==> config.mk <==
export PLATFORM = sky130hd
export DESIGN_NAME = mac_engine
export DESIGN_NICKNAME = d
export VERILOG_FILES = /design/src/rtl/mac_pkg.sv /design/src/rtl/mac_adder_tree.sv /design/src/rtl/mac_engine.sv
export SDC_FILE = /design/constraint.sdc
export NUM_CORES = 2
export LEC_CHECK = 0
export ABC_AREA = 1
export CAP_MARGIN = 20
export CORE_ASPECT_RATIO = 1.1
export CORE_UTILIZATION = 45
export CTS_BUF_LIST = sky130_fd_sc_hd__clkbuf_8
export DETAILED_ROUTE_END_ITERATION = 10
export PLACE_DENSITY_LB_ADDON = 0.12
export SLEW_MARGIN = 20
export SYNTH_ARGS = -nofsm -noshare
export SYNTH_HDL_FRONTEND = slang
export SYNTH_HIERARCHICAL = 1
export SYNTH_SLANG_ARGS = --single-unit
==> constraint.sdc <==
create_clock -name clk -period 21.7 [get_ports clk]
set_clock_uncertainty 0.15 [all_clocks]
set_input_delay 4.34 -clock clk [delete_from_list [all_inputs] [get_ports clk]]
set_output_delay 4.34 -clock clk [all_outputs]
set_load 0.01 [all_outputs]
==> src/rtl/mac_pkg.sv <==
// Shared defaults, result-width derivation and pipeline tag for the MAC engine.
// Latency: none, definitions only.
// Backpressure: none, definitions only.
package mac_pkg;

    localparam int TAPS_DEF      = 9;
    localparam int DW_DEF        = 8;
    localparam int MAX_BEATS_DEF = 16;

    // Result width that holds a full-length accumulation without wrapping.
    function automatic int calc_ow(input int taps, input int dw, input int max_beats);
        return 2 * dw + $clog2(taps) + $clog2(max_beats);
    endfunction

    // Number of operands left after `lvl` rounds of pairwise reduction of `n` operands.
    function automatic int level_count(input int n, input int lvl);
        return (n + (1 << lvl) - 1) >> lvl;
    endfunction

    typedef struct packed {
        logic valid;
        logic first;
        logic last;
        logic signed_mode;
    } tag_t;

endpackage

==> src/rtl/mac_adder_tree.sv <==
// Pairwise reduction of N OW-bit operands to one sum; an odd operand passes through to the next level.
// Latency: combinational; the parent registers the output.
// Backpressure: none, pure logic.
module mac_adder_tree
    import mac_pkg::*;
#(
    parameter int N  = 9,
    parameter int OW = 24
) (
    input  logic [N*OW-1:0] operands,
    output logic [OW-1:0]   sum
);

    localparam int LEVELS = $clog2(N);

    for (genvar l = 0; l < LEVELS; l++) begin : g_lvl
        localparam int CIN  = level_count(N, l);
        localparam int COUT = level_count(N, l + 1);

        logic [CIN*OW-1:0]  vin;
        logic [COUT*OW-1:0] vout;

        if (l == 0) begin : g_src
            assign vin = operands;
        end else begin : g_src
            assign vin = g_lvl[l-1].vout;
        end

        for (genvar i = 0; i < COUT; i++) begin : g_node
            if (2 * i + 1 < CIN) begin : g_add
                assign vout[i*OW +: OW] = vin[2*i*OW +: OW] + vin[(2*i+1)*OW +: OW];
            end else begin : g_pass
                assign vout[i*OW +: OW] = vin[2*i*OW +: OW];
            end
        end
    end

    assign sum = g_lvl[LEVELS-1].vout;

endmodule

==> src/rtl/mac_engine.sv <==
// Pipelined multi-beat multiply-accumulate: TAPS products per beat, registered adder tree, cross-beat accumulator.
// Latency: 3 cycles from accepted last beat to out_valid (multiply, reduce, accumulate stages).
// Backpressure: a held result (out_valid && !out_ready) freezes every stage and drops in_ready.
module mac_engine
    import mac_pkg::*;
#(
    parameter int  TAPS      = TAPS_DEF,
    parameter int  DW        = DW_DEF,
    parameter int  MAX_BEATS = MAX_BEATS_DEF,
    localparam int OW        = calc_ow(TAPS, DW, MAX_BEATS)
) (
    input  logic               clk,
    input  logic               rst,
    input  logic               signed_mode,
    input  logic               in_valid,
    output logic               in_ready,
    input  logic               in_first,
    input  logic               in_last,
    input  logic [TAPS*DW-1:0] a_data,
    input  logic [TAPS*DW-1:0] x_data,
    output logic               out_valid,
    input  logic               out_ready,
    output logic [OW-1:0]      out_data,
    output logic               err
);

    localparam int PW = 2 * DW;
    localparam int CW = $clog2(MAX_BEATS) + 1;

    logic               en;
    logic               accept;
    logic               orphan;
    logic               overrun;
    logic               reopen;
    logic               open_acc;
    logic [CW-1:0]      beat_cnt;

    logic [TAPS*PW-1:0] prod;
    tag_t               s1_tag;
    logic [TAPS*PW-1:0] s1_prod;

    logic [TAPS*OW-1:0] ext;
    logic [OW-1:0]      tree_sum;
    logic               s2_valid;
    logic               s2_first;
    logic               s2_last;
    logic [OW-1:0]      s2_sum;

    logic [OW-1:0]      acc;
    logic [OW-1:0]      acc_next;

    // One enable for the whole pipeline: only a result that is held back stalls it.
    assign en       = !out_valid || out_ready;
    assign in_ready = en;
    assign accept   = in_valid && en;

    // Protocol classification of the beat being accepted this cycle.
    assign orphan  = accept && !in_first && !open_acc;
    assign overrun = accept && !in_first && open_acc && (beat_cnt >= CW'(MAX_BEATS));
    assign reopen  = accept && in_first && open_acc;

    // Track whether an accumulation is open and how many beats it has taken; flag protocol errors.
    always_ff @(posedge clk) begin
        if (rst) begin
            open_acc <= 1'b0;
            beat_cnt <= '0;
            err      <= 1'b0;
        end else if (accept) begin
            if (in_first) begin
                beat_cnt <= CW'(1);
                open_acc <= !in_last;
            end else if (open_acc) begin
                if (!overrun) begin
                    beat_cnt <= beat_cnt + 1'b1;
                end
                if (in_last) begin
                    open_acc <= 1'b0;
                end
            end
            if (orphan || overrun || reopen) begin
                err <= 1'b1;
            end
        end
    end

    // Per-tap products; the beat's own mode picks sign or zero extension of the operands.
    always_comb begin
        prod = '0;
        for (int j = 0; j < TAPS; j++) begin
            if (signed_mode) begin
                prod[j*PW +: PW] = {{DW{a_data[j*DW + DW - 1]}}, a_data[j*DW +: DW]}
                                 * {{DW{x_data[j*DW + DW - 1]}}, x_data[j*DW +: DW]};
            end else begin
                prod[j*PW +: PW] = {{DW{1'b0}}, a_data[j*DW +: DW]}
                                 * {{DW{1'b0}}, x_data[j*DW +: DW]};
            end
        end
    end

    // S1: capture products and tags; an orphan beat is swallowed since there is nothing to add it to.
    always_ff @(posedge clk) begin
        if (rst) begin
            s1_tag <= '0;
        end else if (en) begin
            s1_tag.valid       <= accept && !orphan;
            s1_tag.first       <= in_first;
            s1_tag.last        <= in_last;
            s1_tag.signed_mode <= signed_mode;
        end
    end

    // S1 product data carries no control meaning, so it needs no reset.
    always_ff @(posedge clk) begin
        if (en) begin
            s1_prod <= prod;
        end
    end

    // Widen each product to the result width according to the mode it was computed in.
    always_comb begin
        ext = '0;
        for (int j = 0; j < TAPS; j++) begin
            if (s1_tag.signed_mode) begin
                ext[j*OW +: OW] = {{(OW-PW){s1_prod[j*PW + PW - 1]}}, s1_prod[j*PW +: PW]};
            end else begin
                ext[j*OW +: OW] = {{(OW-PW){1'b0}}, s1_prod[j*PW +: PW]};
            end
        end
    end

    mac_adder_tree #(
        .N  (TAPS),
        .OW (OW)
    ) u_tree (
        .operands (ext),
        .sum      (tree_sum)
    );

    // S2: register the reduced beat sum with its framing tags.
    always_ff @(posedge clk) begin
        if (rst) begin
            s2_valid <= 1'b0;
            s2_first <= 1'b0;
            s2_last  <= 1'b0;
            s2_sum   <= '0;
        end else if (en) begin
            s2_valid <= s1_tag.valid;
            s2_first <= s1_tag.first;
            s2_last  <= s1_tag.last;
            s2_sum   <= tree_sum;
        end
    end

    // A first beat restarts the running sum, discarding whatever was open.
    assign acc_next = s2_first ? s2_sum : acc + s2_sum;

    // S3: accumulate and present the result on the last beat; hold it until taken.
    always_ff @(posedge clk) begin
        if (rst) begin
            acc       <= '0;
            out_valid <= 1'b0;
            out_data  <= '0;
        end else begin
            if (en && s2_valid) begin
                acc <= acc_next;
            end
            if (en && s2_valid && s2_last) begin
                out_valid <= 1'b1;
                out_data  <= acc_next;
            end else if (out_ready) begin
                out_valid <= 1'b0;
            end
        end
    end

endmodule

==> qor.csv <==
metric,value,unit
hold_viol,0,
die-area,123000,µm²
met3_usage,1.70,%
synthTopCellsByCount,"inv_1, nand2_1, fa_1, ha_1, o21ai_0",
nNetsFinal,8775,
first_pass_iters,5,
async_flop_share,0,%
busiest_layer,met2,
use_met1,29.2,%
place_hpwl,115,mm
synthTopCellsByArea,"fa_1, inv_1, ha_1",
drt-vias-per-instance,4.82,
regArea,6070,µm²
die_x,334,µm
synth_top_area_cell,fa_1,
slowest_delay,680,ps
drt-wirelength-per-cell,15.1,µm
grt-ovfl-total,0,
fmax,89.5,MHz
period_needed,11170,ps
grt_max_degree,107,
floorplan.rows,133,
fp.dieH,367,µm
grt_usage,22.5,%
cts_tree,done,
finalCritPeriodShare,51.5,%
dominantRegCellSynth,edfxtp_1,
cts.root.buffer_cell,clkbuf_8,
met2_usage,41.1,%
crit_chain,clkdlybuf4s50_1 > nor2_4 > inv_6 > clkdlybuf4s50_1,
cp_max_fo,106,
drive_gt1_share,1.97,%
grt_pass1_wl,224,mm
required,17210,ps
worst_path_max_delay_cell,clkdlybuf4s50_1,
clockBufferDepth,3,
syn_avg_cell_area,7.66,µm²
setup_tns,0,ps
cp.arrival,6680,ps
r2r_start,s1_tag[0],
maxSlewViolCount,0,
clk_pin_slew,60,ps
vias,42000,
h-tree-depth,2,
min_path_type,flop to flop,
synth_cell_types,52,
clock_sinks,231,
synth-edff-count,144,
crit_start,out_ready,
netlist_area,54500,µm²
antenna_found_initial,3,
cp-start-kind,input pin,
cts_resized,0,
initial_core_util,45.5,%
drc,0,
syn_inst,7112,
gp_congestion,0.918,
cp_common_cell,clkdlybuf4s50_1,
io_pins,178,
core_region_area,120000,µm²
rsz0062_at_grt,false,
outcome,"complete, no violations",
drt_iter0_markers,2000,
synth.yosys.seq_area_share,11.1,%
wl,132,mm
multiInputGateArea,38900,µm²
numPortBuffers,177,
grt_pass1_vias,44400,
setup_violations,0,
maxCapViolations,0,
yosysWarningCount,6,
tightest_slew,983,ps
slew_headroom,34.0,%
end_kind,output port,
post_cts_buffers,0,
ys_seq_elements,231,
critPathKind,input pin to output port,
yosysTopAreaCellShare,33.9,%
numCtsBuffers,44,
synthMostInstantiatedCell,inv_1,
clock_latency,620,ps
syn_nets,8756,
ant_nets,0,
fill_cells,12000,
syn2layout_area_growth,7.08,%
cts-hold-fix-buffers,0,
min-delay-start,out_data[0],
[cells in the final DEF (no fill, tap or decap), types with 23 or more instances in the layout]
master / instances
nor2_1: 242
a21oi_1: 288
ha_1: 570
o21bai_1: 23
inv_1: 2308
o21ai_0: 296
fa_1: 923
nand3_1: 270
nor3_1: 37
xnor2_1: 68
clkbuf_8: 48
clkdlybuf4s50_1: 176
nand4_1: 30
nand2_1: 1381
dfxtp_1: 87
edfxtp_1: 144
xor2_1: 52
[critical path, delay by kind of cell]
kind,cells,cell delay [ps]
buffers and inverters,3,1620
and+or+nand+nor,1,640
[layout make-up]
cell class	count	share of cell area, %
Timing Repair Buffer	183	3.11
Clock buffer	48	1.13
Sequential cell	231	10.4
Antenna cell	2	0.00858
Inverter	2311	14.9
Multi-Input combinational cell	4360	66.7
Clock inverter	32	0.504
Tap cell	1552	3.33
[worst paths after layout]
check | to | slack (ps) | depth (start not counted)
max | in_ready | 10530 | 4
min | out_data[0] | 310 | 2
max reg2reg | s2_sum[23] | 16300 | 19
min reg2reg | out_data[0] | 310 | 2
[through the flow]
stage / std cells / hold slack, ps / setup WS (ps) / utilization, % / cell area [µm²]
after detailed placement: 8637 / 306 / 10520 / 47.9 / 57400
final: 8719 / 314 / 10530 / 48.7 / 58400
after CTS: 8717 / 315 / 10520 / 48.7 / 58400
after global routing: 8718 / 349 / 10400 / 48.7 / 58400
after global placement: 8637 / 307 / 10550 / 47.9 / 57400
after floorplan: 7112 / 282 / 8570 / - / 54500
[sequential cells by signal (all words and copies together) (netlist names)]
register,count
s2_sum,24
acc,24
out_valid,1
beat_cnt,5
s2_valid,1
open_acc,1
s2_first,1
err,1
out_data,24
s2_last,1
s1_prod,144
s1_tag,4
[cell families (layout without fill, tap and decap cells)]
kind of cell | after synthesis | after routing | share of synthesized area (%)
other cells | 0 | 2 | 0
fa+ha+maj | 1493 | 1493 | 47.0
buf+inv | 2521 | 2574 | 17.5
flops | 231 | 231 | 11.1
xor+xnor | 120 | 120 | 1.93
simple gates | 2042 | 2042 | 15.5
compound gates | 705 | 705 | 6.98
[routing by layer]
metal / vias up / share of wire [%]
li1: 20800 / -
met1: 20300 / 43
met2: 692 / 52
met3: 145 / 3.1
met4: 2 / 1.9
met5: - / 0.0076
Power is left out: the tool's default activity adds up to more than one toggle a clock period on the data nets, which glitch-free logic cannot reach.
